File: config.mk
export PLATFORM = sky130hd
export DESIGN_NAME = ssd_scan_controller_flat
export DESIGN_NICKNAME = d
export VERILOG_FILES = /design/src/rtl/ssd_pkg.sv /design/src/rtl/ssd_scan_controller_if.sv /design/src/rtl/ssd_hex_seg.sv /design/src/rtl/ssd_scan_controller.sv /design/src/flat_wrapper.sv
export SDC_FILE = /design/constraint.sdc
export NUM_CORES = 1
export LEC_CHECK = 0
export ABC_AREA = 1
export CAP_MARGIN = 0
export CORE_MARGIN = 2
export CORE_UTILIZATION = 50
export DETAILED_ROUTE_END_ITERATION = 8
export HOLD_SLACK_MARGIN = 0.05
export MAX_ROUTING_LAYER = met4
export PLACE_DENSITY = 0.78
export REMOVE_ABC_BUFFERS = 1
export SETUP_SLACK_MARGIN = 0.1
export SLEW_MARGIN = 20
export SYNTH_ARGS = -nofsm -noshare
export SYNTH_HDL_FRONTEND = slang
export SYNTH_SLANG_ARGS = --single-unit
File: constraint.sdc
create_clock -name clk -period 1.9 [get_ports clk]
set_clock_uncertainty 0.15 [all_clocks]
set_input_delay 0.57 -clock clk [delete_from_list [all_inputs] [get_ports clk]]
set_output_delay 0.57 -clock clk [all_outputs]
set_load 0.005 [all_outputs]
File: src/rtl/ssd_pkg.sv
// ssd_pkg: shared constants, slot-state enum and segment table for the seven-segment scan controller
package ssd_pkg;
  localparam int NUM_DIGITS = 4;
  localparam logic [6:0] SEG_OFF = 7'h7F;
  localparam logic [3:0] AN_OFF = 4'hF;
  typedef enum logic {BLANK, DRIVE} slot_state_t;
  // active-low {g,f,e,d,c,b,a} glyphs for 0-9, A, b, C, d, E, F
  localparam logic [6:0] SEG_TABLE [16] = '{
    7'h40, 7'h79, 7'h24, 7'h30, 7'h19, 7'h12, 7'h02, 7'h78,
    7'h00, 7'h10, 7'h08, 7'h03, 7'h46, 7'h21, 7'h06, 7'h0E
  };
endpackage

File: src/rtl/ssd_scan_controller_if.sv
// ssd_scan_controller_if: valid/ready write channel carrying four hex digits and their decimal points
interface ssd_scan_controller_if;
  logic wr_valid;
  logic wr_ready;
  logic [15:0] wr_data;
  logic [3:0] wr_dp;
  modport master(output wr_valid, output wr_data, output wr_dp, input wr_ready);
  modport slave(input wr_valid, input wr_data, input wr_dp, output wr_ready);
endinterface

File: src/rtl/ssd_hex_seg.sv
// ssd_hex_seg: combinational hex nibble to active-low seven-segment decoder
module ssd_hex_seg
  import ssd_pkg::*;
(
  input  logic [3:0] hex,
  output logic [6:0] seg
);
  assign seg = SEG_TABLE[hex];
endmodule

File: src/rtl/ssd_scan_controller.sv
// ssd_scan_controller: double-buffered 4-digit seven-segment scanner with per-slot anti-ghosting blank.
// Define SSD_LZ_BLANK_EN to suppress leading zero digits (digit 0 is always driven).
module ssd_scan_controller
  import ssd_pkg::*;
#(
  parameter int DIGIT_CYCLES = 100000,
  parameter int BLANK_CYCLES = 1000
) (
  input  logic clk,
  input  logic reset,
  ssd_scan_controller_if.slave wr,
  output logic [3:0] Anode,
  output logic [6:0] Cathode,
  output logic dp,
  output logic frame_start
);
  localparam int CW = $clog2(DIGIT_CYCLES);
  localparam int DW = $clog2(NUM_DIGITS);
  logic [CW-1:0] cnt, cnt_d;
  logic [DW-1:0] dig;
  logic [15:0] active, shadow;
  logic [3:0] active_dp, shadow_dp;
  logic pending, slot_end, commit, take, drive_en, dp_d;
  logic [3:0] nib, an_d, lz_off;
  logic [6:0] seg, cat_d;
  slot_state_t state, state_d;
  assign slot_end = cnt == CW'(DIGIT_CYCLES - 1);
  assign commit = slot_end && dig == DW'(NUM_DIGITS - 1) && pending;
  assign take = wr.wr_valid && !pending;
  assign wr.wr_ready = !pending;
  assign cnt_d = slot_end ? '0 : cnt + 1'b1;
  assign nib = active[{dig, 2'b00} +: 4];
  ssd_hex_seg u_hex_seg (.hex(nib), .seg(seg));
`ifdef SSD_LZ_BLANK_EN
  // a digit is suppressed only if it and everything above it, digits and points alike, is blank
  assign lz_off = {active[15:12] == 4'h0 && !active_dp[3],
                   active[15:8] == 8'h0 && active_dp[3:2] == 2'b00,
                   active[15:4] == 12'h0 && active_dp[3:1] == 3'b000,
                   1'b0};
`else
  assign lz_off = '0;
`endif
  always_ff @(posedge clk)
    state <= reset ? BLANK : state_d;
  always_comb
    state_d = (cnt_d < CW'(BLANK_CYCLES)) ? BLANK : DRIVE;
  always_comb begin
    drive_en = state == DRIVE && !lz_off[dig];
    an_d = drive_en ? ~(4'b0001 << dig) : AN_OFF;
    cat_d = drive_en ? seg : SEG_OFF;
    dp_d = drive_en ? ~active_dp[dig] : 1'b1;
  end
  always_ff @(posedge clk)
    if (reset) begin
      cnt <= '0;
      dig <= '0;
      active <= '0;
      active_dp <= '0;
      shadow <= '0;
      shadow_dp <= '0;
      pending <= 1'b0;
      Anode <= AN_OFF;
      Cathode <= SEG_OFF;
      dp <= 1'b1;
      frame_start <= 1'b0;
    end else begin
      cnt <= cnt_d;
      if (slot_end) dig <= dig + 1'b1;
      if (take) begin
        shadow <= wr.wr_data;
        shadow_dp <= wr.wr_dp;
        pending <= 1'b1;
      end
      if (commit) begin
        active <= shadow;
        active_dp <= shadow_dp;
        pending <= 1'b0;
      end
      Anode <= an_d;
      Cathode <= cat_d;
      dp <= dp_d;
      frame_start <= cnt == '0 && dig == '0;
    end
endmodule
File: src/flat_wrapper.sv
// flat-port wrapper written by rule: the top's interface ports become plain ports
module ssd_scan_controller_flat import ssd_pkg::*;
#(
  parameter int DIGIT_CYCLES = 100000,
  parameter int BLANK_CYCLES = 1000
)
  (clk, reset, Anode, Cathode, dp, frame_start, wr_wr_valid, wr_wr_data, wr_wr_dp, wr_wr_ready);
  ssd_scan_controller_if wr_i ();
  input  logic clk;
  input  logic reset;
  output logic [3:0] Anode;
  output logic [6:0] Cathode;
  output logic dp;
  output logic frame_start;
  input wire logic [$bits(wr_i.wr_valid)-1:0] wr_wr_valid;
  input wire logic [$bits(wr_i.wr_data)-1:0] wr_wr_data;
  input wire logic [$bits(wr_i.wr_dp)-1:0] wr_wr_dp;
  output wire logic [$bits(wr_i.wr_ready)-1:0] wr_wr_ready;
  assign wr_i.wr_valid = wr_wr_valid;
  assign wr_i.wr_data = wr_wr_data;
  assign wr_i.wr_dp = wr_wr_dp;
  assign wr_wr_ready = wr_i.wr_ready;
  ssd_scan_controller #(.DIGIT_CYCLES(DIGIT_CYCLES), .BLANK_CYCLES(BLANK_CYCLES)) u_core (.clk(clk), .reset(reset), .wr(wr_i), .Anode(Anode), .Cathode(Cathode), .dp(dp), .frame_start(frame_start));
endmodule
-- Word-level counts from Yosys, hierarchy flattened
Memories as Yosys holds them, arrays and structs flattened. A register that Yosys moved wholly into a read port is not among the register bits.
Index checks and enable logic that the tools add are counted.
- register bits after elaboration: 67
- memory bits (read-only): 112
- logic and storage cells: 41
- input bits: 23
- memories kept: 1
- output and inout port bits: 14
- order comparisons: 2
- shift-type cells: 2
- $add $sub $neg: 2
- eq/ne operators: 2
- multiplexer cells: 6
- reductions and logical operators: 11
- bitwise gates (word level): 4
- memories (name ; depth ; width ; read ports ; clocked after memory_dff ; wr ports ; line ; text):
    (name not given) ; 16 ; 7 ; 1 ; 1 ; 0 ; ssd_hex_seg.sv:8 ; assign seg = SEG_TABLE[hex];
- operator list (operator ; number):
    $add 17x1->17 const B ; 1
    $eq 17x17->1 const B ; 1
    $logic_not 17->1 ; 1
    $lt 17x10->1 const B ; 1
    $mux 17 ; 1
    $shiftx 16x5->4 ; 1
    $logic_and 1x1->1 ; 5
    $not 4->5 ; 1
    $bmux 1 s2 ; 2
    $not 4->4 ; 1
    $reduce_or 2->1 ; 2
    $shl 1x2->4 const A ; 1
    $lt 2x3->1 const B ; 1
    $mux 1 ; 3
    $add 2x1->2 const B ; 1
    $eq 2x2->1 const B ; 1
    $logic_not 1->1 ; 2
    $logic_not 2->1 ; 1
    $not 1->1 ; 2

-- Logic depth before layout (Yosys ltp)
- word-level depth: 6
- gate-level depth with buffers: 13
- depth with buffers taken out: 12

-- Cells and area by module
A second synthesis with hierarchy kept.
- cells, all modules: 486
- area total of the unflattened synthesis: 3449.6 um^2
- modules (own cells, without submodules) (module ; area each (um^2) ; cells each ; seq. area each (um^2) ; instances):
    ssd_scan_controller ; 3175.5 ; 437 ; 1481.4 ; 1
    ssd_hex_seg ; 274.0 ; 49 ; 0.0 ; 1

-- Worst setup path before layout
OpenSTA, ideal clock, no wires.
- kind: register -> register
- from: reg u_core.dig[0]
- to: reg u_core.Cathode[3]
- clock period less this slack: 1.848 ns
- path buffers: 2
- slack: 0.052 ns
- arrival: 1.568 ns
- setup time: 0.129 ns
- required time: 1.621 ns
- cell stages (with the launch flop): 10
- cells stage by stage: dfxtp_1 buf_2 buf_2 a21oi_1 o21ai_0 nand2_1 ha_1 nor2_1 o21ai_0 nand3_1
- word-level cells in the longest chain between the ends: 6
- elaborated cells between the ends (all ways): 8
- classes of those cells: shift: 1; mux: 2; bitwise: 2; reduce/logical: 3
- RTL lines (item ; line ; text):
    start: declaration ; ssd_scan_controller.sv:20 ; logic [DW-1:0] dig;
    start signal: assignment ; ssd_scan_controller.sv:68 ; if (slot_end) dig <= dig + 1'b1;
    $bmux 1 s2 ; ssd_scan_controller.sv:48 ; drive_en = state == DRIVE && !lz_off[dig];
    $mux 1 (implied by the code) ; ssd_scan_controller.sv:48 ;
    $logic_not 1->1 ; ssd_scan_controller.sv:48 ;
    $logic_and 1x1->1 ; ssd_scan_controller.sv:48 ;
    $not 1->1 (no source line) ; - ;
    $reduce_or 2->1 (no source line) ; - ;
    end: declaration ; ssd_scan_controller.sv:13 ; output logic [6:0] Cathode,
Several ways; a longest one is shown, not always the timed one. The select of a mux whose other input is x is not followed.
A chain may end at the register's enable or synchronous reset.

-- Final worst setup path
- from: reg u_core.cnt[4]
- to: reg u_core.state
- word-level cells in the longest chain between the ends: 4
- elaborated cells between the ends (all ways): 5
- classes of those cells: add/sub: 1; order compare: 1; eq/ne: 1; mux: 2
- RTL lines (item ; line ; text):
    start: declaration ; ssd_scan_controller.sv:19 ; logic [CW-1:0] cnt, cnt_d;
    start signal: assignment ; ssd_scan_controller.sv:67 ; cnt <= cnt_d;
    $add 17x1->17 / $eq 17x17->1 (equally long branches) ; ssd_scan_controller.sv:31, ssd_scan_controller.sv:27 ;
    $mux 17 * ; ssd_scan_controller.sv:31 ; assign cnt_d = slot_end ? '0 : cnt + 1'b1;
    $lt 17x10->1 * ; ssd_scan_controller.sv:46 ; state_d = (cnt_d < CW'(BLANK_CYCLES)) ? BLANK : DRIVE;
    $mux 1 * ; ssd_scan_controller.sv:46 ;
    end signal: assignment ; ssd_scan_controller.sv:44 ; state <= reset ? BLANK : state_d;
    end: declaration ; ssd_scan_controller.sv:26 ; slot_state_t state, state_d;
Every way passes the cells marked *; elsewhere a longest branch is shown, timed or not.

==> reports/qor.yml <==
reg2regPathDepth: 11
dieArea_mm2: 0.007399
cp_cell_sequence: "nand2_4 > nor2_4 > nand2_1 > nor2_1 > nand2_1 > nand2_1 > nand2_1 > inv_1 > nand3_1 > nor2_1 > nor2_1"
r2r-end: "u_core.state"
worst_ir_drop_vdd_mv: 0.6491
vias_per_cell: 5.111
synth_top_area_frac: 0.4405
hp-start: "u_core.active_dp[0]"
worstMarginPinSlew_ns: 0.4487
synth_cell_types: 29
critical_path_arrival_ns: 1.82
async_reset_ff_frac: 0
ys.warnings.count: 0
core.rowCount: 29
firstDrtPassIters: 5
cpMaxStageDelayCell: "dfxtp_1"
antenna_found_initial: 0
p_leak_nw: 1.739
fin_crit_ns: 1.723
placed_cell_area_mm2: 0.003890
min_path_type: "reg2reg"
clk_pin_slew_ns: 0.08
ys_seq_area_frac: 0.4405
crit_fanout: 4
worstHoldEndpoint: "u_core.active_dp[0]"
root_buffer: "clkbuf_8"
track_usage: 0.2295
period_share: 0.9068
finalHoldViolCount: 0
antenna_left: 0
finalMaxSlewViolations: 0
outcome: "completed"
core_mm2: 0.006422
r2r-start: "u_core.cnt[4]"
num-fill-cells: 564
grt_pass1_vias: 2852
numPortBuffers: 36
antennaDiodeCount: 0
ff2ff_setup_slack_ns: 0.18
cts_buffers: 9
ys_top_cells_by_count: "nor2_1, dfxtp_1, nand2_1"
fmax_mhz: 580.4
synth_area_leader_cell: "dfxtp_1"
cts_buffer_depth: 2
grt_max_degree: 44
htree_num_levels: 3
worstPathRequired_ns: 2.00
routed_wl_mm: 7.828
die_w_um: 86.02
syn_to_final_growth_pct: 27.83
stdcell_count: 601
wl_per_cell_um: 13.02
synth-edff-count: 0
clk_latency_ns: 0.35
crit_path_max_incr_delay_ns: 0.42
initial_utilization: 0.5237
critPathBufInv: 1
cp-start-kind: "register"
dp_hpwl_mm: 5.429
hold_ws_ns: 0.2923
crit_top_cell: "nand2_1"
grt_pass1_wl_mm: 13.01
relSlewSlack: 0.6981
synth_flop_cell: "dfxtp_1"
cts_hold_buf: 0
clock_sinks: 74
stdcell_area_mm2: 0.004299
setup_violations: 0
synthTopCellsByArea: "dfxtp_1, nor2_1, nand2_1"
synth.most_common_cell: "nor2_1"
synth_area_mm2: 0.003363
ys_ff_latch: 74
worst-setup-path-type: "reg2reg"
syn_inst: 463
drv_cap: 0
layout.nets: 554
p_total_mw: 3.328
p_per_area_mw_per_mm2: 774.2
place_congestion: 0.9456
rsz0062_at_grt: "yes"
ios: 37
grt_overflow: 0
setup.worst_path.end_class: "register"
vias: 3072
drc_errors: 0
fin_util: 0.6694
syn_area_per_cell_um2: 7.264
hold_depth: 2
crit_family: "simple AND/OR/NAND/NOR gates"
die_y_um: 86.02
drt_iter0_markers: 142
layout-drive-gt1-share: 0.1679
dp_cells: 576
cts_tree: "yes"
-- tightest hold or removal path, cell delays in order (launching register included) --
cell and delay [ns]:
dfxtp_1 0.31, inv_1 0.04, a21oi_1 0.05
-- stage by stage --
step                setup slack (ns)   TNS, ns
finish                        0.1770         0
global route                 0.03454         0
CTS                          0.08723         0
detailed placement          -0.01682  -0.01939
global placement             0.05773         0
floorplan                    -0.1044    -2.088
-- layout make-up --
cell class	count	area, um^2	area share
inverter	60	230.2	0.05355
multi-input combinational	311	1637	0.3807
sequential	74	1504	0.3498
clock inverter	6	111.4	0.02590
tap	77	96.34	0.02241
clock buffer	10	137.6	0.03201
timing repair buffer	63	583.1	0.1356
-- routing by layer --
| metal | global-route usage | up-vias | share of wire |
|---|---|---|---|
| met4 | 0.08802 | 0 | 0.014 |
| li1 | - | 1605 | - |
| met1 | 0.2894 | 1380 | 0.45 |
| met3 | 0.06160 | 11 | 0.055 |
| met5 | - | - | 0 |
| met2 | 0.3510 | 76 | 0.48 |
-- cell families (layout without fill, tap and decap cells) --
group / Yosys count / after routing / synth area share
simple gates: 196 / 196 / 0.2541
fa+ha+maj: 12 / 12 / 0.04464
buf+inv: 78 / 139 / 0.09747
compound gates: 101 / 101 / 0.1581
flops: 74 / 74 / 0.4405
xor+xnor: 2 / 2 / 0.005209
-- placed cells by master, fill, tap and decap left out, types with 3 or more instances in the layout --
cell / count
nor2_1: 78
dfxtp_1: 62
nand2_1: 57
inv_1: 56
o21ai_0: 41
a21oi_1: 31
buf_4: 24
clkdlybuf4s50_1: 22
o21ai_1: 20
nand3_1: 20
dlygate4sd2_1: 14
ha_1: 10
clkbuf_8: 10
nand4_1: 9
dfxtp_2: 9
nand2_2: 8
nor2_2: 6
nor2_4: 5
o211ai_1: 5
nor3_1: 4
nor4_1: 3
bufinv_16: 3
buf_12: 3
dfxtp_4: 3
-- worst max-delay path by stage --
stage | from | to | slack, ns | cells past startpoint
2_1_floorplan | wr_wr_valid | u_core.shadow[0] | -0.10 | 5
3_3_place_gp | reset | u_core.dig[0] | 0.06 | 5
3_5_place_dp | u_core.dig[1] | u_core.Cathode[5] | -0.02 | 10
4_1_cts | u_core.cnt[1] | u_core.state | 0.09 | 13
5_1_grt | u_core.cnt[6] | u_core.state | 0.03 | 12
6_report | u_core.cnt[4] | u_core.state | 0.18 | 11
-- sequential cells by signal, indices dropped and copies added (netlist names) --
register and cells:
u_core.state 1, u_core.shadow_dp 4, u_core.active 16, u_core.shadow 16, u_core.Cathode 7, u_core.active_dp 4
u_core.pending 1, u_core.Anode 4, u_core.dig 2, u_core.cnt 17, u_core.frame_start 1, u_core.dp 1
-- power breakdown --
group	total [mW]	switching, mW	internal [mW]
sequential	1.62	0.0275	1.59
clock	1.51	0.601	0.910
combinational	0.197	0.0946	0.102
-- repair_timing --
item | in CTS | in global routing
gates resized for setup | 22 | 38
setup endpoints to repair | 38 | 34
endpoints found under the hold margin | 0 | 0
setup buffers | 4 | 5
pin swaps | 2 | 8
(Power assumes the default switching activity.)
